==> src/rtl/vga_pkg.sv <==
// Shared VGA timing, colour and frame-buffer constants plus the RGB444 payload type.
package vga_pkg;

  localparam int unsigned c_h_visible  = 640;
  localparam int unsigned c_h_fporch   = 16;
  localparam int unsigned c_h_sync     = 96;
  localparam int unsigned c_h_bporch   = 48;
  localparam int unsigned c_v_visible  = 480;
  localparam int unsigned c_v_fporch   = 10;
  localparam int unsigned c_v_sync     = 2;
  localparam int unsigned c_v_bporch   = 33;

  localparam int unsigned c_nb_color   = 4;
  localparam int unsigned c_nb_rgb     = 3 * c_nb_color;
  localparam int unsigned c_nb_coord   = 10;
  localparam int unsigned c_img_w      = 160;
  localparam int unsigned c_img_h      = 120;
  localparam int unsigned c_up_log2    = 2;
  localparam int unsigned c_fb_nb_addr = 16;
  localparam logic        c_sync_active = 1'b0;

  typedef struct packed {
    logic [c_nb_color-1:0] red;
    logic [c_nb_color-1:0] green;
    logic [c_nb_color-1:0] blue;
  } rgb444_t;

  typedef enum logic {st_idle, st_pending} swap_state_t;

  // Frame-buffer words are packed {R,G,B}, matching the struct field order.
  function automatic rgb444_t to_rgb(input logic [c_nb_rgb-1:0] w);
    return rgb444_t'(w);
  endfunction

endpackage

==> src/rtl/vga_fb_addr_gen.sv <==
// Pipeline stage 1: scaled frame-buffer read address and image-area flag.
module vga_fb_addr_gen
  import vga_pkg::*;
#(
  parameter int unsigned c_img_cols     = c_img_w,
  parameter int unsigned c_img_rows     = c_img_h,
  parameter int unsigned c_scale_log2   = c_up_log2,
  parameter int unsigned c_nb_addr      = c_fb_nb_addr,
  parameter int unsigned c_pxl_visible  = c_h_visible,
  parameter int unsigned c_line_visible = c_v_visible
) (
  input  logic                  clk,
  input  logic                  rst,
  input  logic                  fb_sel,
  input  logic [c_nb_coord-1:0] col,
  input  logic [c_nb_coord-1:0] row,
  output logic [c_nb_addr-1:0]  fb_addr,
  output logic                  in_img
);

  localparam int unsigned c_frame_words = c_img_cols * c_img_rows;
  localparam int unsigned c_cols_scr    = c_img_cols << c_scale_log2;
  localparam int unsigned c_rows_scr    = c_img_rows << c_scale_log2;
  // Image area clipped to the visible screen in case the upscaled image overhangs it.
  localparam int unsigned c_cols_lim    = (c_cols_scr < c_pxl_visible)  ? c_cols_scr : c_pxl_visible;
  localparam int unsigned c_rows_lim    = (c_rows_scr < c_line_visible) ? c_rows_scr : c_line_visible;

  logic [31:0] addr_c;
  logic        in_img_c;

  always_comb begin
    addr_c   = (fb_sel ? c_frame_words : 32'd0)
             + 32'(row >> c_scale_log2) * c_img_cols
             + 32'(col >> c_scale_log2);
    in_img_c = (32'(col) < c_cols_lim) && (32'(row) < c_rows_lim);
  end

  always_ff @(posedge clk) begin
    if (!rst) begin
      fb_addr <= '0;
      in_img  <= 1'b0;
    end else begin
      fb_addr <= c_nb_addr'(addr_c);
      in_img  <= in_img_c;
    end
  end

endmodule

==> src/rtl/vga_fb_display.sv <==
// Frame-buffer to VGA pixel pipeline with upscaling, test bars and
// vertical-blank-synchronised double-buffer swap arbitration.
module vga_fb_display
  import vga_pkg::*;
#(
  parameter int unsigned         c_img_cols     = c_img_w,
  parameter int unsigned         c_img_rows     = c_img_h,
  parameter int unsigned         c_scale_log2   = c_up_log2,
  parameter int unsigned         c_nb_addr      = c_fb_nb_addr,
  parameter int unsigned         c_nb_pxl       = c_nb_rgb,
  parameter int unsigned         c_pxl_visible  = c_h_visible,
  parameter int unsigned         c_line_visible = c_v_visible,
  parameter logic [c_nb_pxl-1:0] c_border       = '0,
  parameter logic                c_synch_act    = c_sync_active
) (
  input  logic                  clk,
  input  logic                  rst,
  input  logic                  visible,
  input  logic                  new_pxl,
  input  logic                  hsync_in,
  input  logic                  vsync_in,
  input  logic [c_nb_coord-1:0] col,
  input  logic [c_nb_coord-1:0] row,
  input  logic                  test_mode,
  input  logic                  swap_req,
  output logic                  swap_ack,
  output logic                  fb_sel,
  output logic [c_nb_addr-1:0]  fb_addr,
  input  logic [c_nb_pxl-1:0]   fb_data,
  output logic [c_nb_color-1:0] vga_red,
  output logic [c_nb_color-1:0] vga_green,
  output logic [c_nb_color-1:0] vga_blue,
  output logic                  vga_hsync,
  output logic                  vga_vsync
);

  swap_state_t state;
  logic        s1_visible, s1_hsync, s1_vsync, s1_in_img;
  logic [2:0]  s1_bars;
  logic        s2_visible, s2_hsync, s2_vsync, s2_in_img;
  logic [2:0]  s2_bars;
  rgb444_t     pix_c;
  logic        swap_point_c;

  vga_fb_addr_gen #(
    .c_img_cols     (c_img_cols),
    .c_img_rows     (c_img_rows),
    .c_scale_log2   (c_scale_log2),
    .c_nb_addr      (c_nb_addr),
    .c_pxl_visible  (c_pxl_visible),
    .c_line_visible (c_line_visible)
  ) u_addr_gen (
    .clk     (clk),
    .rst     (rst),
    .fb_sel  (fb_sel),
    .col     (col),
    .row     (row),
    .fb_addr (fb_addr),
    .in_img  (s1_in_img)
  );

  // Flags and syncs ride alongside the address/RAM latency; syncs reset inactive.
  always_ff @(posedge clk) begin
    if (!rst) begin
      s1_visible <= 1'b0;
      s1_hsync   <= ~c_synch_act;
      s1_vsync   <= ~c_synch_act;
      s1_bars    <= '0;
      s2_visible <= 1'b0;
      s2_hsync   <= ~c_synch_act;
      s2_vsync   <= ~c_synch_act;
      s2_in_img  <= 1'b0;
      s2_bars    <= '0;
    end else begin
      s1_visible <= visible;
      s1_hsync   <= hsync_in;
      s1_vsync   <= vsync_in;
      s1_bars    <= col[8:6];
      s2_visible <= s1_visible;
      s2_hsync   <= s1_hsync;
      s2_vsync   <= s1_vsync;
      s2_in_img  <= s1_in_img;
      s2_bars    <= s1_bars;
    end
  end

  always_comb begin
    pix_c = '0;
    if (s2_visible) begin
      if (test_mode) begin
        pix_c.red   = {c_nb_color{s2_bars[2]}};
        pix_c.green = {c_nb_color{s2_bars[1]}};
        pix_c.blue  = {c_nb_color{s2_bars[0]}};
      end else if (!s2_in_img) begin
        pix_c = to_rgb(c_border);
      end else begin
        pix_c = to_rgb(fb_data);
      end
    end
  end

  always_ff @(posedge clk) begin
    if (!rst) begin
      vga_red   <= '0;
      vga_green <= '0;
      vga_blue  <= '0;
      vga_hsync <= ~c_synch_act;
      vga_vsync <= ~c_synch_act;
    end else begin
      vga_red   <= pix_c.red;
      vga_green <= pix_c.green;
      vga_blue  <= pix_c.blue;
      vga_hsync <= s2_hsync;
      vga_vsync <= s2_vsync;
    end
  end

  // First pixel strobe of the first blanking line: safe moment to flip buffers.
  assign swap_point_c = new_pxl && (row == c_nb_coord'(c_line_visible)) && (col == '0);

  always_ff @(posedge clk) begin
    if (!rst) begin
      state    <= st_idle;
      fb_sel   <= 1'b0;
      swap_ack <= 1'b0;
    end else begin
      swap_ack <= 1'b0;
      if (swap_point_c && (state == st_pending || swap_req)) begin
        fb_sel   <= ~fb_sel;
        swap_ack <= 1'b1;
        state    <= st_idle;
      end else if (swap_req) begin
        state    <= st_pending;
      end
    end
  end

endmodule

==> config.mk <==
export PLATFORM = sky130hd
export DESIGN_NAME = vga_fb_display
export DESIGN_NICKNAME = d
export VERILOG_FILES = /design/src/rtl/vga_pkg.sv /design/src/rtl/vga_fb_addr_gen.sv /design/src/rtl/vga_fb_display.sv
export SDC_FILE = /design/constraint.sdc
export NUM_CORES = 1
export LEC_CHECK = 0
export BUFFER_PORTS_ARGS = -buffer_cell sky130_fd_sc_hd__buf_2
export CORE_MARGIN = 2
export CORE_UTILIZATION = 49
export CTS_CLUSTER_SIZE = 30
export DETAILED_ROUTE_END_ITERATION = 8
export PLACE_DENSITY_LB_ADDON = 0.12
export REMOVE_ABC_BUFFERS = 1
export SKIP_LAST_GASP = 1
export SLEW_MARGIN = 25
export SYNTH_ARGS = -nofsm -noshare
export SYNTH_HDL_FRONTEND = slang
export SYNTH_SLANG_ARGS = --single-unit
==> constraint.sdc <==
create_clock -name clk -period 2.8 [get_ports clk]
set_clock_uncertainty 0.1 [all_clocks]
set_input_delay 0 -clock clk [delete_from_list [all_inputs] [get_ports clk]]
set_output_delay 0 -clock clk [all_outputs]
set_load 0.01 [all_outputs]
Word-level counts from Yosys, hierarchy flattened. Index checks and enable logic that the tools add are counted.

Register bits after elaboration: 47. Output and inout bits: 32. Logic and storage cells: 39.

Add/sub/neg operators: 2. Multipliers: 1. Magnitude comparators: 2. Equality and inequality tests: 1. Multiplexer cells: 4. Bitwise logic cells: 2. Reduce and logical (&&, ||, !) cells: 8.

Operator list (count): 12-bit 2-to-1 mux (2); 16-bit adder (1); 16-bit by 8-bit adder with 16-bit output (1); 15-bit 2-to-1 mux (1); 8-bit by 3-bit multiplier with 11-bit output (second input constant) (1); 10-bit by 9-bit equality test with 1-bit output (second input constant) (1); 10-bit zero test (1); 10-bit less-than comparator (second input constant) (1); 10-bit by 9-bit less-than comparator with 1-bit output (second input constant) (1); 1-bit logical AND (4); 1-bit NOT (2); 2-bit AND reduction (1); 2-bit OR reduction (1); 1-bit logical OR (1); 1-bit 2-to-1 mux (1).

Longest topological paths before layout.
Word-level depth: 5. Depth in mapped cells: 12. Mapped depth without buffers: 12.

Hierarchy. A second synthesis with hierarchy kept.

Cell total of the unflattened synthesis: 205. Area total of the unflattened synthesis: 2078.2 µm².

Modules (own cells, without submodules): vga_fb_addr_gen (instances 1, cells each 112, area an instance 1116.1 µm², sequential area each 340.3 µm²); vga_fb_display (instances 1, cells each 93, area an instance 962.2 µm², sequential area each 600.6 µm²).

Least setup slack after synthesis. OpenSTA, ideal clock, no wires.

Path kind: in2reg. From: input port row[3]. To: register u_addr_gen.fb_addr[15]. Library setup time: 0.072 ns. Arrival: 2.295 ns. Data required time: 2.628 ns. Setup slack: 0.333 ns. Cell stages on the path: 11. Buffers on the path: 0. Cells stage by stage: ha_1 > ha_1 > fa_1 > a211oi_1 > nor2_1 > a21o_2 > a21oi_1 > xnor2_1 > ha_1 > a41oi_2 > mux2i_1.

Longest elaborated chain between the ends: 3.

RTL lines: start, declared (line vga_fb_display.sv:23) `input logic [c_nb_coord-1:0] row,`; 8-bit by 3-bit multiplier with 11-bit output (line vga_fb_addr_gen.sv:33) `+ 32'(row >> c_scale_log2) * c_img_cols`; 16-bit adder (line vga_fb_addr_gen.sv:33); 16-bit by 8-bit adder with 16-bit output (line vga_fb_addr_gen.sv:34) `+ 32'(col >> c_scale_log2);`; end signal, assigned (line vga_fb_addr_gen.sv:43) `fb_addr <= c_nb_addr'(addr_c);`; end, declared (line vga_fb_addr_gen.sv:17) `output logic [c_nb_addr-1:0] fb_addr,`.

No other way between the ends. A chain may end at the register's enable or synchronous reset.

Worst setup path in the final report. Same ends and word-level chain as after synthesis.

==> results.toml <==
[status]
status = "completed"

[sta]
finalSetupViolCount = 0
fin_crit_ns = 2.44
tns_ns = 0
post-route-period-util = 0.873
finalWorstSetupSlack_ns = 0.355
slew_headroom = 0.504
tightestPinTransition_ns = 0.742
finalHoldViolations = 0
rsz0062_at_grt = "false"
drv_slew = 0
fmax_mhz = 409

[min_path]
holdCritStartpoint = "row[2]"
worstHoldPathCells = 4
min_path_type = "input port to flip-flop"

[logic_synthesis]
syn_area_per_cell_sq_um = 9.79
netlist_instances = 203
synth-main-ff-cell = "dfxtp_1"
synth-seq-area-share = 0.463
synth_cell_types = 39
netlist_top_cells_area = "dfxtp_1, ha_1, and2_1"
synth_seq_cells = 46
synth-edff-count = 0
async_reset_ff_frac = 0
yosysWarningCount = 0
netlist_area_sq_um = 1990
synth.most_common_cell = "dfxtp_1"
synth_common_cells = "dfxtp_1, nand2_1, ha_1"
synth_top_area_share = 0.463
yosys.area.top_type = "dfxtp_1"

[placed_design]
placed_cell_area_sq_um = 2380
post-place-ws_ns = 0.0607
gp_congestion = 0.850
hpwlAfterDp_um = 3020
portBuffers = 71

[setup_path]
end_kind = "flip-flop"
regToRegSetupSlack_ns = 0.75
critPathMostFrequentCell = "ha_1"
cp-start-kind = "input port"
cpMaxStageDelayCell = "fa_1"
crit_type = "input port to flip-flop"
cp_data_required_time_ns = 2.93
cp_max_fo = 4
ff2ff_path_depth = 7
slowest_delay_ns = 0.40
cp_data_arrival_time_ns = 2.58
path_cells = "buf_2 > ha_1 > ha_1 > fa_1 > a211oi_1 > nor2_1 > a21o_2 > a21oi_1 > xnor2_1 > ha_1 > a41oi_2 > mux2i_1"
critPathLaunch = "row[3]"
reg2reg_from = "fb_sel"

[route]
drc = 0
vias = 1789
ant_nets = 0
dr.pass1.iters = 4
viasPerCell = 4.87
avgRoutedWirePerCell_um = 12.3
drtIter0Drc = 86
totalWireLength_um = 4510

[global_route]
grt_start_max_net_pins = 27
grt_first_pass_wirelength_um = 6930
antenna_found_initial = 0
gr-total-overflow = 0
first_global_vias = 1599
grt_use_total = 0.205

[power]
p_sw_frac = 0.280
p_sw_mw = 0.398
p_leak_nw = 1.39
intPower_mw = 1.02
power_frac_seq = 0.490
clock_power_share = 0.300
powerDensity_nw_per_um2 = 493
ir_worst_vdd_mv = 0.376
power_frac_comb = 0.210

[cts]
postCtsHoldBufs = 41
cts_setup_buffers = 0
clkLatencyLatePin_ns = 0.30
cts.clk_slew.worst_paths_ns = 0.10
cts_buffers = 5
cts_tree = "yes"
postCtsResizedCells = 0
clk_path_buf_depth = 2
root_buffer = "clkbuf_8"
cts.sinks = 46
htree_num_levels = 2

[floorplanning]
die_h_um = 67.7
start_util = 0.504
die_x_um = 67.7
core_sq_um = 3940
fp.dieArea_sq_um = 4580
num_rows = 23
pin_count = 72

[finish]
multi_input_area_sq_um = 1020
n_antenna_cell = 0
synthToLayoutAreaGrowth_pct = 45.2
nNetsFinal = 377
drive_gt1_frac = 0.274
fill_cells = 302
register_area_sq_um = 921
finish.instance_area_sq_um = 2890

[run]
maxCapViolations = 0
-- layout make-up --
class,count,area share
clock buffers,5,0.0238
well taps,50,0.0217
multi-input cells,146,0.354
repair buffers,112,0.265
inverters,5,0.00650
flip-flops and latches,46,0.319
clock inverters,3,0.00997
-- metal layers --
layer | vias to the layer above | global-route usage | share of wire
met5 | - | 0 | 0
met4 | 0 | 0.0714 | 0.016
met3 | 8 | 0.0667 | 0.062
met2 | 55 | 0.343 | 0.49
met1 | 810 | 0.245 | 0.44
li1 | 916 | - | -
-- cell families after synthesis --
logic type | count (synthesis) | synth area share
buf+inv | 11 | 0.0227
fa+ha+maj | 21 | 0.140
xor+xnor | 9 | 0.0434
simple gates | 77 | 0.198
flops | 46 | 0.463
mux | 2 | 0.0101
compound gates | 37 | 0.123
-- sequential cells by signal (all words and copies together), names as in the netlist --
name	cells
s2_visible	1
s1_visible	1
vga_red	4
s2_bars	3
vga_blue	4
s2_hsync	1
u_addr_gen.fb_addr	15
state	1
vga_vsync	1
u_addr_gen.in_img	1
fb_sel	1
swap_ack	1
vga_green	4
s2_in_img	1
s1_vsync	1
vga_hsync	1
s1_hsync	1
s1_bars	3
s2_vsync	1
-- critical path, delay by kind of cell --
family	cells	cell delay, ns
xor gates and xnor gates	1	0.14
buffers and inverters	1	0.13
adders and majority gates	4	1.20
AOI/OAI and AO/OA	4	0.81
muxes	1	0.18
and+or+nand+nor	1	0.12
-- power groups by stage --
stage          Clock [mW]  Sequential (mW)  Combinational [mW]
2_1_floorplan           0            0.729               0.155
3_3_place_gp            0            0.712               0.261
3_5_place_dp            0            0.713               0.263
4_1_cts             0.443            0.698               0.297
5_1_grt             0.471            0.701               0.332
6_report            0.426            0.698               0.298
-- cell usage in the layout, fill, tap and decap left out, types with 5 or more instances in the layout --
cell           Yosys  final
a21oi_1           15     15
and2_1            14     14
buf_2              0     71
nor2_1            14     14
o21ai_0            5      5
xor2_1             6      6
dlygate4sd3_1      0     41
inv_1              5      5
nand2b_1           8      8
clkbuf_8           0      5
dfxtp_1           46     46
ha_1              19     19
nand2_1           22     22
-- stage by stage --
step / power, mW / cells / hold slack (ns) / utilization
detailed placement: 0.976 / 318 / 0.0860 / 0.604
global route: 1.50 / 367 / 0.0512 / 0.732
CTS: 1.44 / 367 / 0.00583 / 0.732
floorplan: 0.884 / 197 / -0.0270 / -
finish: 1.42 / 367 / 0.0111 / 0.732
global placement: 0.973 / 318 / 0.0801 / 0.604
-- final timing paths --
kind                                                to
worst min register to register               vga_vsync
worst max-delay path            u_addr_gen.fb_addr[15]
worst min-delay path                          swap_ack
worst max register to register  u_addr_gen.fb_addr[14]
Note: power is estimated with default switching activity, not from simulation.
